`src/rtl/fix_pkg.sv`:
```
// Shared FIX encoder definitions: delimiter bytes, BeginString sequence,
// encoder state encoding and a small binary-to-BCD helper.
package fix_pkg;

    localparam logic [7:0] SOH  = 8'h01;
    localparam logic [7:0] EQ   = 8'h3D;
    localparam logic [7:0] PIPE = 8'h7C;

    // "8=FIX.4.2"
    localparam int BEGIN_LEN = 9;
    localparam logic [7:0] BEGIN_STRING [BEGIN_LEN] =
        '{8'h38, 8'h3D, 8'h46, 8'h49, 8'h58, 8'h2E, 8'h34, 8'h2E, 8'h32};

    typedef enum logic [2:0] {
        IDLE, COLLECT, WRITE, LEN, HDR, BODY, TRL
    } enc_state_t;

    // Input must be 0..999; returns {hundreds, tens, ones}.
    function automatic logic [11:0] bin_to_bcd3(input logic [9:0] v);
        return {4'(v / 10'd100), 4'((v / 10'd10) % 10'd10), 4'(v % 10'd10)};
    endfunction

endpackage

```
`src/rtl/fix_enc_body_buf.sv`:
```
// Message body buffer: simple dual-port RAM, synchronous write and
// synchronous read (read data appears the cycle after the address).
module fix_enc_body_buf #(
    parameter int DEPTH = 256,
    parameter int AW    = 8
) (
    input  logic          clk,
    input  logic          we,
    input  logic [AW-1:0] waddr,
    input  logic [7:0]    wdata,
    input  logic [AW-1:0] raddr,
    output logic [7:0]    rdata
);

    logic [7:0] mem [DEPTH];

    always_ff @(posedge clk) begin
        if (we) begin
            mem[waddr] <= wdata;
        end
        rdata <= mem[raddr];
    end

endmodule

```
`src/rtl/fix_msg_encoder.sv`:
```
// FIX transmit serializer: buffers tag=value fields, then streams header,
// body and checksum trailer. FIX_ENC_PIPE_DELIM_EN selects '|' instead of SOH.
module fix_msg_encoder
    import fix_pkg::*;
#(
    parameter int BODY_DEPTH = 256,
    parameter int ADDR_WIDTH = 9
) (
    input  logic         clk,
    input  logic         rst,
    input  logic         field_valid_i,
    output logic         field_ready_o,
    input  logic [31:0]  tag_i,
    input  logic [2:0]   tag_len_i,
    input  logic [255:0] value_i,
    input  logic [5:0]   value_len_i,
    input  logic         field_last_i,
    output logic [7:0]   data_o,
    output logic         valid_o,
    input  logic         ready_i,
    output logic         start_of_message_o,
    output logic         end_of_message_o,
    output logic         busy_o,
    output logic         err_o,
    output logic [2:0]   state_o
);

`ifdef FIX_ENC_PIPE_DELIM_EN
    localparam logic [7:0] DELIM = PIPE;
`else
    localparam logic [7:0] DELIM = SOH;
`endif
    localparam int IW = $clog2(BODY_DEPTH);
    localparam logic [ADDR_WIDTH:0] DEPTH_W = (ADDR_WIDTH+1)'(BODY_DEPTH);

    enc_state_t state, state_nxt;
    logic [31:0]  tag_q;
    logic [2:0]   tag_len_q;
    logic [255:0] value_q;
    logic [5:0]   value_len_q;
    logic         last_q;
    logic [5:0]   wr_cnt, idx;
    logic [ADDR_WIDTH-1:0] body_len, rd_ptr, rd_ptr_nxt;
    logic [7:0]   cks, rd_data, wr_byte, hdr_byte, trl_byte, byte_nxt;
    logic [11:0]  len_bcd, cks_bcd;
    logic [1:0]   len_nd, dpos;
    logic [ADDR_WIDTH:0] need;
    logic accept, bad_field, overflow, abort, wr_en, wr_done, hdr_last, load_en;
    logic byte_vld, byte_sof, byte_eof, sof_q, eof_q, err_q;
    logic [5:0] tag_end, val_end;

    assign field_ready_o = (state == IDLE) || (state == COLLECT);
    assign accept    = field_valid_i & field_ready_o;
    assign bad_field = (tag_len_i == 3'd0) || (tag_len_i > 3'd4) ||
                       (value_len_i == 6'd0) || (value_len_i > 6'd32);
    assign need      = {1'b0, body_len} + (ADDR_WIDTH+1)'(tag_len_i) +
                       (ADDR_WIDTH+1)'(value_len_i) + (ADDR_WIDTH+1)'(2);
    assign overflow  = need > DEPTH_W;
    assign load_en   = !valid_o || ready_i;

    assign start_of_message_o = valid_o & ready_i & sof_q;
    assign end_of_message_o   = valid_o & ready_i & eof_q;
    assign busy_o  = (state != IDLE);
    assign err_o   = err_q;
    assign state_o = state;

    assign tag_end  = {3'b0, tag_len_q};
    assign val_end  = tag_end + value_len_q + 6'd1;
    assign wr_done  = (wr_cnt == val_end);
    assign hdr_last = (idx == 6'd12 + {4'b0, len_nd});
    // Length digits start at idx 12; 12 is a multiple of 4 so idx[1:0] aligns.
    assign dpos     = idx[1:0] + (2'd3 - len_nd);
    assign cks_bcd  = bin_to_bcd3({2'b0, cks});

    always_comb begin
        wr_byte = DELIM;
        if (wr_cnt < tag_end)       wr_byte = tag_q[31:24];
        else if (wr_cnt == tag_end) wr_byte = EQ;
        else if (wr_cnt < val_end)  wr_byte = value_q[255:248];
    end

    always_comb begin
        hdr_byte = DELIM;
        if (idx < 6'(BEGIN_LEN))   hdr_byte = BEGIN_STRING[idx[3:0]];
        else if (idx == 6'd10)     hdr_byte = 8'h39;
        else if (idx == 6'd11)     hdr_byte = EQ;
        else if (idx >= 6'd12 && !hdr_last) begin
            case (dpos)
                2'd0:    hdr_byte = {4'h3, len_bcd[11:8]};
                2'd1:    hdr_byte = {4'h3, len_bcd[7:4]};
                default: hdr_byte = {4'h3, len_bcd[3:0]};
            endcase
        end
    end

    always_comb begin
        case (idx)
            6'd0:    trl_byte = 8'h31;
            6'd1:    trl_byte = 8'h30;
            6'd2:    trl_byte = EQ;
            6'd3:    trl_byte = {4'h3, cks_bcd[11:8]};
            6'd4:    trl_byte = {4'h3, cks_bcd[7:4]};
            6'd5:    trl_byte = {4'h3, cks_bcd[3:0]};
            default: trl_byte = DELIM;
        endcase
    end

    always_comb begin
        state_nxt  = state;
        byte_nxt   = 8'h00;
        byte_vld   = 1'b0;
        byte_sof   = 1'b0;
        byte_eof   = 1'b0;
        wr_en      = 1'b0;
        abort      = 1'b0;
        rd_ptr_nxt = '0;
        case (state)
            IDLE, COLLECT: begin
                if (accept) begin
                    if (bad_field || overflow) begin
                        abort     = 1'b1;
                        state_nxt = IDLE;
                    end else begin
                        state_nxt = WRITE;
                    end
                end
            end
            WRITE: begin
                wr_en = 1'b1;
                if (wr_done) state_nxt = last_q ? LEN : COLLECT;
            end
            LEN: state_nxt = HDR;
            HDR: begin
                rd_ptr_nxt = rd_ptr;
                if (load_en) begin
                    byte_vld = 1'b1;
                    byte_sof = (idx == 6'd0);
                    byte_nxt = hdr_byte;
                    if (hdr_last) state_nxt = BODY;
                end
            end
            BODY: begin
                rd_ptr_nxt = rd_ptr;
                if (load_en) begin
                    byte_vld   = 1'b1;
                    byte_nxt   = rd_data;
                    rd_ptr_nxt = rd_ptr + ADDR_WIDTH'(1);
                    if (rd_ptr == body_len - ADDR_WIDTH'(1)) state_nxt = TRL;
                end
            end
            TRL: begin
                rd_ptr_nxt = rd_ptr;
                // idx 7: final delimiter loaded, wait until it is taken.
                if (idx == 6'd7) begin
                    if (load_en) state_nxt = IDLE;
                end else if (load_en) begin
                    byte_vld = 1'b1;
                    byte_eof = (idx == 6'd6);
                    byte_nxt = trl_byte;
                end
            end
            default: state_nxt = IDLE;
        endcase
    end

    always_ff @(posedge clk or posedge rst) begin
        if (rst) begin
            state <= IDLE;
            tag_q <= '0; tag_len_q <= '0; value_q <= '0; value_len_q <= '0;
            last_q <= 1'b0; wr_cnt <= '0; idx <= '0;
            body_len <= '0; rd_ptr <= '0; cks <= '0;
            len_bcd <= '0; len_nd <= 2'd1;
            data_o <= 8'h00; valid_o <= 1'b0;
            sof_q <= 1'b0; eof_q <= 1'b0; err_q <= 1'b0;
        end else begin
            state  <= state_nxt;
            rd_ptr <= rd_ptr_nxt;
            err_q  <= abort;
            if (accept && !abort) begin
                tag_q <= tag_i; tag_len_q <= tag_len_i;
                value_q <= value_i; value_len_q <= value_len_i;
                last_q <= field_last_i; wr_cnt <= '0;
            end
            if (abort) body_len <= '0;
            if (wr_en) begin
                body_len <= body_len + ADDR_WIDTH'(1);
                wr_cnt   <= wr_cnt + 6'd1;
                if (wr_cnt < tag_end) tag_q <= tag_q << 8;
                else if (wr_cnt > tag_end) value_q <= value_q << 8;
            end
            if (state == LEN) begin
                len_bcd <= bin_to_bcd3(10'(body_len));
                if (bin_to_bcd3(10'(body_len)) >= 12'h100)     len_nd <= 2'd3;
                else if (bin_to_bcd3(10'(body_len)) >= 12'h010) len_nd <= 2'd2;
                else                                            len_nd <= 2'd1;
            end
            if (byte_vld && (state == HDR || state == BODY)) cks <= cks + byte_nxt;
            if (byte_vld && state == HDR) idx <= hdr_last ? 6'd0 : idx + 6'd1;
            if (byte_vld && state == TRL) idx <= idx + 6'd1;
            if (state == TRL && state_nxt == IDLE) begin
                body_len <= '0; cks <= '0; idx <= '0;
            end
            if (load_en) begin
                valid_o <= byte_vld;
                if (byte_vld) begin
                    data_o <= byte_nxt;
                    sof_q  <= byte_sof;
                    eof_q  <= byte_eof;
                end
            end
        end
    end

    fix_enc_body_buf #(.DEPTH(BODY_DEPTH), .AW(IW)) u_buf (
        .clk   (clk),
        .we    (wr_en),
        .waddr (body_len[IW-1:0]),
        .wdata (wr_byte),
        .raddr (rd_ptr_nxt[IW-1:0]),
        .rdata (rd_data)
    );

endmodule

```
`config.mk`:
```
export PLATFORM = sky130hd
export DESIGN_NAME = fix_msg_encoder
export DESIGN_NICKNAME = d
export VERILOG_FILES = /design/src/rtl/fix_pkg.sv /design/src/rtl/fix_enc_body_buf.sv /design/src/rtl/fix_msg_encoder.sv
export SDC_FILE = /design/constraint.sdc
export NUM_CORES = 2
export LEC_CHECK = 0
export ABC_AREA = 0
export CORE_MARGIN = 2
export CORE_UTILIZATION = 40
export DETAILED_ROUTE_END_ITERATION = 8
export SYNTH_ARGS = -nofsm -noshare
export SYNTH_HDL_FRONTEND = slang
export SYNTH_SLANG_ARGS = --single-unit
export TNS_END_PERCENT = 20
```
`constraint.sdc`:
```
create_clock -name clk -period 19.7 [get_ports clk]
set_input_delay 3.94 -clock clk [delete_from_list [all_inputs] [get_ports clk]]
set_output_delay 3.94 -clock clk [all_outputs]
set_load 0.02 [all_outputs]
```
==> summary.md <==
| Metric | Value |
|---|---|
| Dpl cell area | `106000 sq um` |
| Final slew viol count | `0` |
| Area taken by multi-input logic gates | `26900 sq um` |
| Main synth FF type | `edfxtp_1` |
| #FFs+latches synth | `2420` |
| Area Overhead vs Synth | `14.9%` |
| Rows | `183` |
| Sequential area share after synthesis | `0.711` |
| Vias/cell | `5.73` |
| DRC viols | `0` |
| Critical Path AT | `9960 ps` |
| Fin. Hold Viols | `0` |
| Clock Path Buffers | `3` |
| DP Wirelength | `160000 microns` |
| LEAKAGE | `31.6 nW` |
| Largest net degree at the start of global routing | `278` |
| Max_cap viols | `0` |
| Mean Syn Cell Area | `17.2 sq um` |
| Yosys top cell area share | `0.618` |
| Worst Hold Class | `reg2reg` |
| RSZ-0062 raised after global routing | `no` |
| Reg2Reg Setup Slack | `13020 ps` |
| CP Launch Type | `input pin` |
| Count of buffers from port buffering | `318` |
| Commonest non-fill, non-tap cell in the layout | `edfxtp_1` |
| Initial antenna violation count | `32` |
| GPL Wtd Cong | `0.849` |
| Library cells used by synthesis | `102` |
| TritonCTS Buffers | `240` |
| Setup bufs post-CTS | `0` |
| Die H | `503 microns` |
| Fmax | `108 MHz` |
| CP Class | `in2reg` |
| Critical path startpoint | `tag_len_i[2]` |
| Worst-Skew Late Latency | `920 ps` |
| Layout cell share with drive strength beyond 1 | `0.166` |
| Initial core utilization | `0.401` |
| Number of synthesized flops with an enable pin | `2048` |
| Io pins | `319` |
| Reg area | `70800 sq um` |
| Worst Path Max Fanout | `139` |
| VDD IR max | `0.000124 V` |
| Routed WL | `262000 microns` |
| Vias in the first global route | `54.7k` |
| Status | `complete, no violations` |
| Worst reg2reg endpoint | `value_q[85]` |
| Reg2Reg Launch Point | `body_len[2]` |
| Drt wl/cell | `27.3 microns` |
| Tcrit/Tclk final | `0.471` |
| Setup violations, final | `0` |
| WHS Endpoint | `value_q[55]` |
| First-pass GRT wire length | `383000 microns` |
| Core Region | `248000 sq um` |
| Total routing usage reported by global routing | `0.204` |
| Die area | `253000 sq um` |
| Critical Path RT | `20370 ps` |
| Total global routing overflow | `0` |
| Synth warn | `0` |
| Min-delay src | `value_q[47]` |
| Cell taking the most area after synthesis | `edfxtp_1` |
| Nets | `6411` |
| P per Cell Area | `112 nW/um^2` |
| CTS hold repair buffers | `0` |
| Slew @ Worst Pin | `1380 ps` |
| Final instance area | `114000 sq um` |
| TritonCTS clock tree | `built` |
| DR iter-0 viols | `6215` |
| Total number of vias | `55.0k` |
| Commonest cells after routing, fill and taps aside | `edfxtp_1 (2048), mux4_2 (512), nand2_1 (405), dfrtp_1 (363), nor2_1 (350)` |
| Post-synth design cell area | `99500 sq um` |
| Fill cell count | `21.0k` |
| Ys async rst share | `0.150` |
| Clock slew at reported path FFs | `60 ps` |
| Endpoint type of the worst setup path | `flip-flop` |
| Post-synthesis cell count | `5784` |
| Synth area leaders | `edfxtp_1 (62%), mux4_2 (12%), dfrtp_1 (9.1%), mux2i_1 (3.0%), a22oi_1 (1.6%)` |
| Reg2reg path depth | `14` |
| Clock Skew | `85.2 ps` |
| Syn Nets | `6143` |
| Clock Sink Count | `2420` |
| Drt first pass iters | `6` |
| Root Driver | `clkbuf_16` |
| Slew margin rel. | `0.0738` |
| Antenna viol nets, final | `0` |
| Tmin final | `9290 ps` |
| Chip width | `503 microns` |
| Hold Path Depth | `2` |
| H-tree lvl count | `4` |
| CTS resizes | `0` |
| Sum Neg Setup Slack | `0 ps` |
## where the power goes
part	internal, W	leakage, nW	total [W]	switching [W]
registers	0.00551	19.0	0.00559	0.0000765
logic	0.000853	8.59	0.00246	0.00160
clock network	0.00274	4.02	0.00474	0.00201
total	0.00910	31.6	0.0128	0.00369
## worst max-delay path by stage
stage | to | slack [ps] | cells after the start
3_3_place_gp | value_q[76] | 9650 | 15
5_1_grt | value_q[76] | 10130 | 15
3_5_place_dp | value_q[85] | 9610 | 15
4_1_cts | start_of_message_o | 10490 | 3
6_report | value_q[85] | 10410 | 15
2_1_floorplan | u_buf.mem[0][2] | 5320 | 12
## cell families (layout without fill, tap and decap cells)
kind of cell | count (synthesis) | count (layout) | synth area share
compound gates | 913 | 913 | 0.0601
xor+xnor | 43 | 43 | 0.00379
fa+ha+maj | 58 | 58 | 0.00765
buf+inv | 433 | 911 | 0.0205
flops | 2420 | 2420 | 0.711
mux | 824 | 824 | 0.147
other cells | 0 | 14 | 0
simple gates | 1093 | 1093 | 0.0491
## registers in the layout (all words and copies together), names as in the netlist, 9 cells and up
| register | count |
|---|---|
| body_len | 9 |
| len_bcd | 11 |
| rd_ptr | 9 |
| tag_q | 32 |
| u_buf.mem | 2048 |
| value_q | 256 |
## layer usage
layer	track usage	routed length, microns	vias up
met5	0	161	-
met4	0.0634	7520	26
met3	0.0437	21600	402
met2	0.318	122000	2156
met1	0.289	111000	28800
li1	-	-	23600
## cell type report
cell class | instances | share of cell area
Clock inverter | 146 | 0.0155
Timing Repair Buffer | 409 | 0.0349
Sequential cell | 2420 | 0.619
Tap cell | 3330 | 0.0365
Multi-Input combinational cell | 2931 | 0.235
Clock buffer | 306 | 0.0564
Inverter | 50 | 0.00171
Antenna cell | 14 | 0.000307
## synth_stat cells (all sizes together) (39+ instances only)
| cell | count |
|---|---|
| mux4 | 512 |
| a21oi | 74 |
| nand3 | 103 |
| dfrtp | 363 |
| ha | 52 |
| mux2i | 302 |
| a22o | 44 |
| nand2 | 405 |
| edfxtp | 2048 |
| buf | 184 |
| clkbuf | 199 |
| inv | 49 |
| nor2 | 359 |
| a221oi | 39 |
| a22oi | 209 |
| o21ai | 357 |
| a31oi | 41 |
| and3 | 45 |
## critical path, cell delays in order
cell	delay [ps]
clkdlybuf4s50_1	490
fa_1	510
ha_1	340
nor2b_1	150
o21a_1	190
or3_1	300
a211oi_1	250
o221ai_1	150
o21bai_1	220
a21oi_4	280
buf_12	610
buf_4	850
buf_4	900
mux2i_1	270
o21ai_0	110
## per-stage QoR
stage / total power [W] / hold WS [ps] / worst slack, ps / cells / utilization
after global placement: 0.00814 / 459 / 9650 / 9140 / 0.428
after CTS: 0.0129 / 439 / 10490 / 9592 / 0.461
after floorplan: 0.00720 / 433 / 5320 / 5784 / -
final: 0.0128 / 425 / 10410 / 9606 / 0.461
after detailed placement: 0.00815 / 461 / 9610 / 9140 / 0.428
after global routing: 0.0132 / 476 / 10130 / 9595 / 0.461
Note: power is estimated with default switching activity, not from simulation.
